[config.mk]
export PLATFORM = sky130hd
export DESIGN_NAME = turing_machine_flat
export DESIGN_NICKNAME = d
export VERILOG_FILES = /design/src/rtl/turing_machine_pkg.sv /design/src/rtl/turing_machine_if.sv /design/src/rtl/turing_machine_button_edge.sv /design/src/rtl/turing_machine.sv /design/src/flat_wrapper.sv
export SDC_FILE = /design/constraint.sdc
export NUM_CORES = 1
export LEC_CHECK = 0
export ABC_AREA = 1
export CAP_MARGIN = 25
export CORE_AREA = 2 2 132 134
export DETAILED_ROUTE_END_ITERATION = 16
export DIE_AREA = 0 0 134 136
export HOLD_SLACK_MARGIN = 0.05
export PLACE_DENSITY = 0.75
export SYNTH_ARGS = -nofsm -noshare
export SYNTH_HDL_FRONTEND = slang
export SYNTH_SLANG_ARGS = --single-unit
[constraint.sdc]
create_clock -name clock -period 4.7 [get_ports clock]
set_clock_uncertainty 0.2 [all_clocks]
set_input_delay 0.94 -clock clock [delete_from_list [all_inputs] [get_ports clock]]
set_output_delay 0.94 -clock clock [all_outputs]
set_load 0.03 [all_outputs]
[src/rtl/turing_machine_pkg.sv]
// Shared types and constants for the front-panel Turing machine.
// Table entries are 4-bit words: write symbol, move direction, next state.
package turing_machine_pkg;

   typedef enum logic [1:0] {
      PH_PROG = 2'b00,
      PH_RUN  = 2'b01,
      PH_HALT = 2'b10
   } phase_t;

   localparam int ENTRY_W   = 4;
   localparam int F_WRITE   = 0;
   localparam int F_MOVE    = 1;
   localparam int F_NEXT_LO = 2;
   localparam int F_NEXT_HI = 3;

   // Default for every unprogrammed row: go to halt, write 0, move left.
   localparam logic [ENTRY_W-1:0] HALT_ENTRY = 4'b1100;

   // Any next-state index at or beyond the last state stops the machine.
   function automatic logic is_halt(input logic [1:0] next_state, input int num_states);
      return ({30'd0, next_state} >= 32'(num_states - 1));
   endfunction

endpackage

[src/rtl/turing_machine_if.sv]
// Front-panel bundle: table-entry inputs, buttons, LED window and debug taps.
// The panel side uses master, the machine uses slave.
interface turing_machine_if #(
   parameter int TAPE_LEN = 64
);
   localparam int HEAD_W = $clog2(TAPE_LEN);

   logic [3:0]        input_data;
   logic              Next;
   logic              Done;
   logic [10:0]       display_out;
   logic              Compute_done;
   logic [3:0]        currState;
   logic              display_in;
   logic              tape_reg_out;
   logic              data_reg_out;
   logic [HEAD_W-1:0] next_state_out;

   modport master (
      output input_data, Next, Done,
      input  display_out, Compute_done, currState, display_in,
             tape_reg_out, data_reg_out, next_state_out
   );

   modport slave (
      input  input_data, Next, Done,
      output display_out, Compute_done, currState, display_in,
             tape_reg_out, data_reg_out, next_state_out
   );

endinterface

[src/rtl/turing_machine_button_edge.sv]
// Rising-edge detector for a level button; a button already high when
// reset releases is seen as a fresh press because the history resets to 0.
module turing_machine_button_edge (
   input  logic clock,
   input  logic reset,
   input  logic button,
   output logic rise
);

   logic button_q;

   always_ff @(posedge clock or negedge reset) begin
      if (!reset) begin
         button_q <= 1'b0;
      end else begin
         button_q <= button;
      end
   end

   assign rise = button & ~button_q;

endmodule

[src/rtl/turing_machine.sv]
// Two-symbol, single-tape Turing machine: table is keyed in word by word,
// then each Next press runs one step. LEDs show an 11-cell window on the head.
module turing_machine
   import turing_machine_pkg::*;
#(
   parameter int NUM_STATES = 4,
   parameter int TAPE_LEN   = 64
) (
   input  logic             clock,
   input  logic             reset,
   turing_machine_if.slave  bus
);

   localparam int HEAD_W      = $clog2(TAPE_LEN);
   localparam int NUM_ENTRIES = 2 * (NUM_STATES - 1);
   localparam int PTR_W       = $clog2(NUM_ENTRIES + 1);
   localparam logic [HEAD_W-1:0] HEAD_INIT = HEAD_W'(TAPE_LEN / 2);

   phase_t               phase_reg;
   logic [1:0]           tm_state_reg;
   logic [PTR_W-1:0]     prog_ptr_reg;
   logic [HEAD_W-1:0]    head_reg;
   logic [TAPE_LEN-1:0]  tape_reg;
   logic [ENTRY_W-1:0]   entry_table_reg [NUM_ENTRIES];

   logic                 next_rise;
   logic                 read_sym;
   logic [2:0]           entry_idx;
   logic [ENTRY_W-1:0]   cur_entry;
   logic                 store_en;
   logic                 step_en;

   turing_machine_button_edge u_next_edge (
      .clock  (clock),
      .reset  (reset),
      .button (bus.Next),
      .rise   (next_rise)
   );

   assign read_sym  = tape_reg[head_reg];
   assign entry_idx = {tm_state_reg, read_sym};
   assign store_en  = (phase_reg == PH_PROG) && next_rise &&
                      (prog_ptr_reg < PTR_W'(NUM_ENTRIES));
   assign step_en   = (phase_reg == PH_RUN) && next_rise;

   // The halt state has no rows, so its lookup falls back to the halt word.
   always_comb begin
      cur_entry = HALT_ENTRY;
      for (int i = 0; i < NUM_ENTRIES; i++) begin
         if (entry_idx == 3'(i)) begin
            cur_entry = entry_table_reg[i];
         end
      end
   end

   always_ff @(posedge clock or negedge reset) begin
      if (!reset) begin
         for (int i = 0; i < NUM_ENTRIES; i++) begin
            entry_table_reg[i] <= HALT_ENTRY;
         end
      end else if (store_en) begin
         for (int i = 0; i < NUM_ENTRIES; i++) begin
            if (prog_ptr_reg == PTR_W'(i)) begin
               entry_table_reg[i] <= bus.input_data;
            end
         end
      end
   end

   always_ff @(posedge clock or negedge reset) begin
      if (!reset) begin
         tape_reg <= '0;
      end else if (step_en) begin
         tape_reg[head_reg] <= cur_entry[F_WRITE];
      end
   end

   always_ff @(posedge clock or negedge reset) begin
      if (!reset) begin
         phase_reg    <= PH_PROG;
         tm_state_reg <= 2'd0;
         prog_ptr_reg <= '0;
         head_reg     <= HEAD_INIT;
      end else begin
         case (phase_reg)
            PH_PROG: begin
               if (store_en) begin
                  prog_ptr_reg <= prog_ptr_reg + 1'b1;
               end
               if (bus.Done) begin
                  phase_reg <= PH_RUN;
               end
            end
            PH_RUN: begin
               if (next_rise) begin
                  // Head arithmetic wraps naturally at the power-of-two tape length.
                  head_reg     <= cur_entry[F_MOVE] ? head_reg + 1'b1 : head_reg - 1'b1;
                  tm_state_reg <= cur_entry[F_NEXT_HI:F_NEXT_LO];
                  if (is_halt(cur_entry[F_NEXT_HI:F_NEXT_LO], NUM_STATES)) begin
                     phase_reg <= PH_HALT;
                  end
               end
            end
            default: begin
            end
         endcase
      end
   end

   // Window bit gi shows the cell at head + (5 - gi), wrapped around the tape.
   for (genvar gi = 0; gi < 11; gi++) begin : g_window
      localparam int OFS = (TAPE_LEN + 5 - gi) % TAPE_LEN;
      logic [HEAD_W-1:0] win_idx;
      assign win_idx             = head_reg + HEAD_W'(OFS);
      assign bus.display_out[gi] = tape_reg[win_idx];
   end

   assign bus.Compute_done   = (phase_reg == PH_HALT);
   assign bus.currState      = {phase_reg, tm_state_reg};
   assign bus.display_in     = read_sym;
   assign bus.tape_reg_out   = cur_entry[F_WRITE];
   assign bus.data_reg_out   = cur_entry[F_MOVE];
   assign bus.next_state_out = head_reg;

endmodule

[src/flat_wrapper.sv]
// flat-port wrapper written by rule: the top's interface ports become plain ports
module turing_machine_flat import turing_machine_pkg::*;
#(
   parameter int NUM_STATES = 4,
   parameter int TAPE_LEN   = 64
)
  (clock, reset, bus_input_data, bus_Next, bus_Done, bus_display_out, bus_Compute_done, bus_currState, bus_display_in, bus_tape_reg_out, bus_data_reg_out, bus_next_state_out);
  turing_machine_if #(.TAPE_LEN(TAPE_LEN)) bus_i ();
  input  logic clock;
  input  logic reset;
  input wire logic [$bits(bus_i.input_data)-1:0] bus_input_data;
  input wire logic [$bits(bus_i.Next)-1:0] bus_Next;
  input wire logic [$bits(bus_i.Done)-1:0] bus_Done;
  output wire logic [$bits(bus_i.display_out)-1:0] bus_display_out;
  output wire logic [$bits(bus_i.Compute_done)-1:0] bus_Compute_done;
  output wire logic [$bits(bus_i.currState)-1:0] bus_currState;
  output wire logic [$bits(bus_i.display_in)-1:0] bus_display_in;
  output wire logic [$bits(bus_i.tape_reg_out)-1:0] bus_tape_reg_out;
  output wire logic [$bits(bus_i.data_reg_out)-1:0] bus_data_reg_out;
  output wire logic [$bits(bus_i.next_state_out)-1:0] bus_next_state_out;
  assign bus_i.input_data = bus_input_data;
  assign bus_i.Next = bus_Next;
  assign bus_i.Done = bus_Done;
  assign bus_display_out = bus_i.display_out;
  assign bus_Compute_done = bus_i.Compute_done;
  assign bus_currState = bus_i.currState;
  assign bus_display_in = bus_i.display_in;
  assign bus_tape_reg_out = bus_i.tape_reg_out;
  assign bus_data_reg_out = bus_i.data_reg_out;
  assign bus_next_state_out = bus_i.next_state_out;
  turing_machine #(.NUM_STATES(NUM_STATES), .TAPE_LEN(TAPE_LEN)) u_core (.clock(clock), .reset(reset), .bus(bus_i));
endmodule
Word-level counts from Yosys, hierarchy flattened:

Index checks and enable logic that the tools add are counted.

* word-level logic and storage cells: 108
* bits of input ports: 8
* register bits: 102
* output and inout bits: 25

* reduce and logical (&&, ||, !) cells: 17
* order comparisons: 14
* bitwise gates (word level): 2
* mux-type cells: 36
* add/subtract/negate cells: 12
* equality and inequality tests: 15

Operators by type and width (number)
* $lt 6x7->1 const B: 11
* $bmux 1 s6: 11
* $bwmux 64: 1
* $add 6x6->6 const B: 5
* $mux 4: 6
* $reduce_and 2->1: 8
* $add 6x2->6 const B: 2
* $add 6x3->6 const B: 2
* $eq 3x2->1 const B: 4
* $eq 3x3->1 const B: 4
* $mux 1: 12
* $add 6x1->6 const B: 1
* $demux 1 s6: 1
* $eq 3x1->1 const B: 2
* $ge 6x1->1 const B: 1
* $logic_not 3->1: 2
* $mux 2: 3
* $mux 6: 1
* $sub 6x1->6 const B: 1
* $logic_and 1x1->1: 4
* $ne 2x2->1 const B: 2
* $pmux 2 s2: 1
* $reduce_and 4->1: 1
* $add 3x1->3 const B: 1
* 9 further kinds: 9

Depth between registers and ports, before layout:

* word-level depth: 13
* gate-level depth with buffers: 22
* mapped depth without buffers: 19

By module:

Synthesis repeated with hierarchy kept, for this count alone.

* cells, all modules: 1365
* area total of the unflattened synthesis: 8296.7 µm²

Modules (own cells, without submodules)
* turing_machine: cells each 1362, area an instance 8261.7 µm², sequential area each 2543.7 µm², times used 1
* turing_machine_button_edge: cells each 3, area an instance 35.0 µm², sequential area each 25.0 µm², times used 1

Worst setup path before layout:

No wires, ideal clock.

* path kind: register -> output
* start: register u_core.head_reg[2], in the netlist u_core.bus.next_state_out[2]
* end: output bus_display_out[6]
* data arrival time: 3.536 ns
* setup slack: 0.024 ns
* data required time: 3.560 ns
* stages on the path, launching flop included: 15
* buffers on the path: 4
* cells stage by stage: dfrtp_1 -> buf_2 -> inv_1 -> buf_2 -> buf_1 -> ha_1 -> nor2_1 -> or2_2 -> clkbuf_1 -> nand2_1 -> o21a_1 -> inv_1 -> a21oi_1 -> a221oi_1 -> o32ai_1

* word-level cells in the longest chain between the ends: 3

RTL lines
* start, declared: RTL line turing_machine.sv:22 `logic [HEAD_W-1:0] head_reg;`
* start signal, assigned: RTL line turing_machine.sv:97 `head_reg <= cur_entry[F_MOVE] ? head_reg + 1'b1 : head_reg - 1'b1;`
* $add 6x6->6: RTL line turing_machine.sv:114 `assign win_idx = head_reg + HEAD_W'(OFS);`
* $bmux 1 s6: RTL line turing_machine.sv:115 `assign bus.display_out[gi] = tape_reg[win_idx];`
* $mux 1 (implied by the code): RTL line turing_machine.sv:115
* end, declared: RTL line flat_wrapper.sv:14 `output wire logic [$bits(bus_i.display_out)-1:0] bus_display_out;`

No other way between the ends. The select of a mux whose other input is x is not followed.

Worst setup path in the final report:

* start: register u_core.head_reg[0], in the netlist u_core.bus.next_state_out[0]
* end: output bus_display_out[2]

* word-level cells in the longest chain between the ends: 3

RTL lines (RTL line)
* $add 6x2->6: turing_machine.sv:114
* $bmux 1 s6: turing_machine.sv:115
* $mux 1 (implied by the code): turing_machine.sv:115

No other way between the ends. The select of a mux whose other input is x is not followed.

==> impl_metrics.py <==
metrics = {
    "run_status": {
        "status": "finished clean",
    },
    "worst_setup_path": {
        "required_ns": 3.56,
        "crit_chain": "inv_2 > buf_12 > ha_1 > buf_4 > o21ai_0 > mux2i_1 > o21ai_0 > o22ai_1 > nor2_1 > a31oi_1 > buf_4",
        "critPathCapture": "bus_display_out[2]",
        "cpMaxStageDelayCell": "o21ai_0",
        "reg2reg_slack_ns": 1.28,
        "crit_buf_inv": 4,
        "path_class": "reg2out",
        "start_kind": "flop",
        "cp_max_fo": 66,
        "crit_path_end_kind": "primary output",
        "cp-startpoint": "u_core.bus.next_state_out[0]",
        "slowest_delay_ns": 0.67,
        "r2r_cells": 19,
        "crit_cells": 11,
        "critPathTopFamily": "compound AO/OA/AOI/OAI gates",
        "crit_arrival_ns": 3.42,
        "r2r-end": "u_core.tape_reg[2]",
        "reg2reg_from": "u_core.bus.next_state_out[0]",
    },
    "die": {
        "start_util": 0.4910,
        "core_um2": 16880,
        "die_height_um": 136,
        "ios": 33,
        "rows": 48,
        "die_w_um": 134,
        "fp.dieArea_um2": 18220,
    },
    "placement": {
        "io_buffers": 32,
        "hpwl_um": 19570,
        "gp_congestion": 1.025,
    },
    "clock_tree": {
        "clk_pin_slew_ns": 0.07,
        "cts_tree": "done",
        "cts_resized": 0,
        "cts_num_sinks": 102,
        "cts_setup_buffers": 0,
        "clock_latency_ns": 0.37,
        "cts_hold_buf": 0,
        "cts_made_buffers": 9,
        "ctsHtreeMaxLevel": 3,
        "clk_path_buf_depth": 2,
        "root_buffer": "clkbuf_16",
    },
    "synthesis": {
        "yosys_warnings": 0,
        "synthDistinctLibCells": 42,
        "synthMuxAreaShare": 0.01087,
        "synth_area_per_cell_um2": 6.106,
        "syn_nets": 1381,
        "synth_compound_area_frac": 0.1457,
        "synth_enable_flop_cells": 0,
        "synthFlopType": "dfrtp_1",
        "synth_top_family_by_area": "simple AND/OR/NAND/NOR gates",
        "synth-async-reset-ratio": 1.000,
        "synthXorXnorAreaFrac": 0.01163,
        "netlist_instances": 1357,
        "synthSimpleGateAreaFrac": 0.3950,
        "synthAdderAreaFrac": 0.02416,
        "synth-seq-cells": 102,
        "synth.cell_area_um2": 8285,
        "yosysSeqAreaShare": 0.3100,
    },
    "timing": {
        "timing.fmax_mhz": 219.3,
        "slew_headroom": 0.4679,
        "maxSlewViolCount": 0,
        "setup_viol": 0,
        "rsz0062_at_grt": "false",
        "fin_crit_sh": 0.9703,
        "setup_tns_ns": 0,
        "fin_crit_ns": 4.560,
        "worst_pin_slew_ns": 0.7899,
        "report.final.hold_viol_count": 0,
    },
    "pwr": {
        "total_power_w": 0.001806,
        "power_leakage_nw": 4.446,
        "seq_power_share": 0.489,
        "combinationalPowerShare": 0.085,
        "max-vdd-ir-drop_v": 0.0001565,
        "clockPowerShare": 0.426,
        "powerDensity_nw_per_um2": 199.3,
        "switchingPower_w": 0.0005012,
        "swShare": 0.2776,
        "internal_power_w": 0.001304,
    },
    "global_routing": {
        "grt_overflow": 0,
        "grt_usage": 0.2971,
        "grt_pass1_vias": 7873,
        "antenna_found_initial": 0,
        "grt_max_degree": 67,
        "grt_pass1_wl_um": 42320,
    },
    "route": {
        "first_pass_iters": 6,
        "vias": 9007,
        "drtAntennaViolNets": 0,
        "vias_per_cell": 5.672,
        "wl_um": 26500,
        "wl_per_cell_um": 16.69,
        "drc_errors": 0,
        "drt_iter0_drc": 1082,
    },
    "layout": {
        "n_fill_cell": 1686,
        "largest_reg_flops": 64,
        "drive_gt1_frac": 0.05943,
        "final_nets": 1382,
        "n_antenna_cell": 0,
        "areaGrowthSynthToFinish_pct": 9.348,
        "utilization": 0.5368,
    },
    "hold_path": {
        "min_path_type": "reg2reg",
    },
    "job": {
        "maxCapViolCount": 0,
    },
}
[layout by cell type (no fill, tap or decap), types with 13 or more instances in the layout]
cell type / instances
nand2_1: 535
o21ai_0: 143
inv_1: 125
nand3_1: 122
dfrtp_1: 88
nor2_1: 81
nor3_1: 40
a21oi_1: 37
buf_4: 31
clkdlybuf4s50_1: 22
ha_1: 16
dfstp_2: 13
[cell type report]
type | count | area [um^2] | area share
Clock inverter | 7 | 71.32 | 0.007872
Sequential cell | 102 | 2570 | 0.2837
Clock buffer | 9 | 225.2 | 0.02486
Multi-Input combinational cell | 1055 | 4893 | 0.5401
Inverter | 134 | 505.5 | 0.05579
Tap cell | 225 | 281.5 | 0.03107
Timing Repair Buffer | 56 | 513.0 | 0.05662
[metal layers]
| metal | track usage | vias to the layer above | wire length [um] |
|---|---|---|---|
| met3 | 0.05108 | 80 | 2423 |
| li1 | - | 4376 | - |
| met2 | 0.4481 | 451 | 11250 |
| met5 | 0 | - | 0 |
| met4 | 0.1383 | 0 | 1212 |
| met1 | 0.4158 | 4100 | 11620 |
[worst min-delay path by stage]
| stage | start | to | slack [ns] | cells past startpoint |
|---|---|---|---|---|
| final | u_core.entry_table_reg[17] | u_core.entry_table_reg[17] | 0.29 | 2 |
| after CTS | u_core.entry_table_reg[17] | u_core.entry_table_reg[17] | 0.29 | 2 |
| after detailed placement | u_core.entry_table_reg[12] | u_core.entry_table_reg[12] | 0.28 | 2 |
| after global routing | u_core.entry_table_reg[14] | u_core.entry_table_reg[14] | 0.31 | 2 |
| after global placement | u_core.entry_table_reg[19] | u_core.entry_table_reg[19] | 0.28 | 2 |
| after floorplan | u_core.entry_table_reg[9] | u_core.entry_table_reg[9] | 0.25 | 2 |
[Yosys cell counts (2+ instances only)]
library cell	instances	area share
dfstp_2	13	0.041
buf_6	9	0.012
dfrtp_1	89	0.27
nor3_1	40	0.024
o22ai_1	3	0.0023
or2_2	2	0.0015
a21oi_1	37	0.022
clkbuf_1	36	0.016
o32ai_1	2	0.0021
a311oi_1	2	0.0021
nand4_1	7	0.0053
nand2_1	535	0.24
nand2_2	2	0.0015
clkinv_1	5	0.0023
inv_1	125	0.057
buf_2	13	0.0079
buf_1	4	0.0018
a31oi_1	12	0.0091
nand3_2	2	0.0024
nand3b_1	2	0.0018
nand3_1	122	0.074
mux2i_1	9	0.011
a32o_1	3	0.0036
xor2_1	8	0.0085
nor2_2	3	0.0023
ha_1	16	0.024
buf_4	4	0.0036
nor2_1	81	0.037
o211ai_1	7	0.0063
xnor2_1	3	0.0032
inv_2	4	0.0018
o21ai_0	144	0.087
a221oi_1	4	0.0042
[power by group through the flow]
stage,Clock [W],Sequential (W),Combinational [W]
final,0.000769,0.000883,0.000153
after global routing,0.000807,0.000884,0.000168
after CTS,0.000783,0.000883,0.000150
after detailed placement,0,0.000900,0.000150
after global placement,0,0.000900,0.000149
after floorplan,0,0.000901,0.0000887
[worst min-delay path: cells and delay by family, from the launching register on]
family	cells	cell delay (ns)
flops	1	0.35
compound gates	1	0.06
simple gates	1	0.05
[metrics by stage]
stage	hold slack, ns	setup WS, ns	std cells	area (um^2)
2_1_floorplan	0.2530	0.02359	1357	8285
3_3_place_gp	0.2773	0.5436	1572	8742
3_5_place_dp	0.2799	0.4992	1572	8742
4_1_cts	0.2922	0.09750	1588	9039
5_1_grt	0.3128	0.007769	1588	9060
6_report	0.2944	0.1395	1588	9060
[cell families after synthesis]
group,count (synthesis)
XOR/XNOR,11
buffers and inverters,200
AND/OR/NAND/NOR,798
multiplexers,9
adder cells (fa/ha/maj),16
flip-flops,102
AO/OA/AOI/OAI,221
Power figures use the tool's default switching activity.
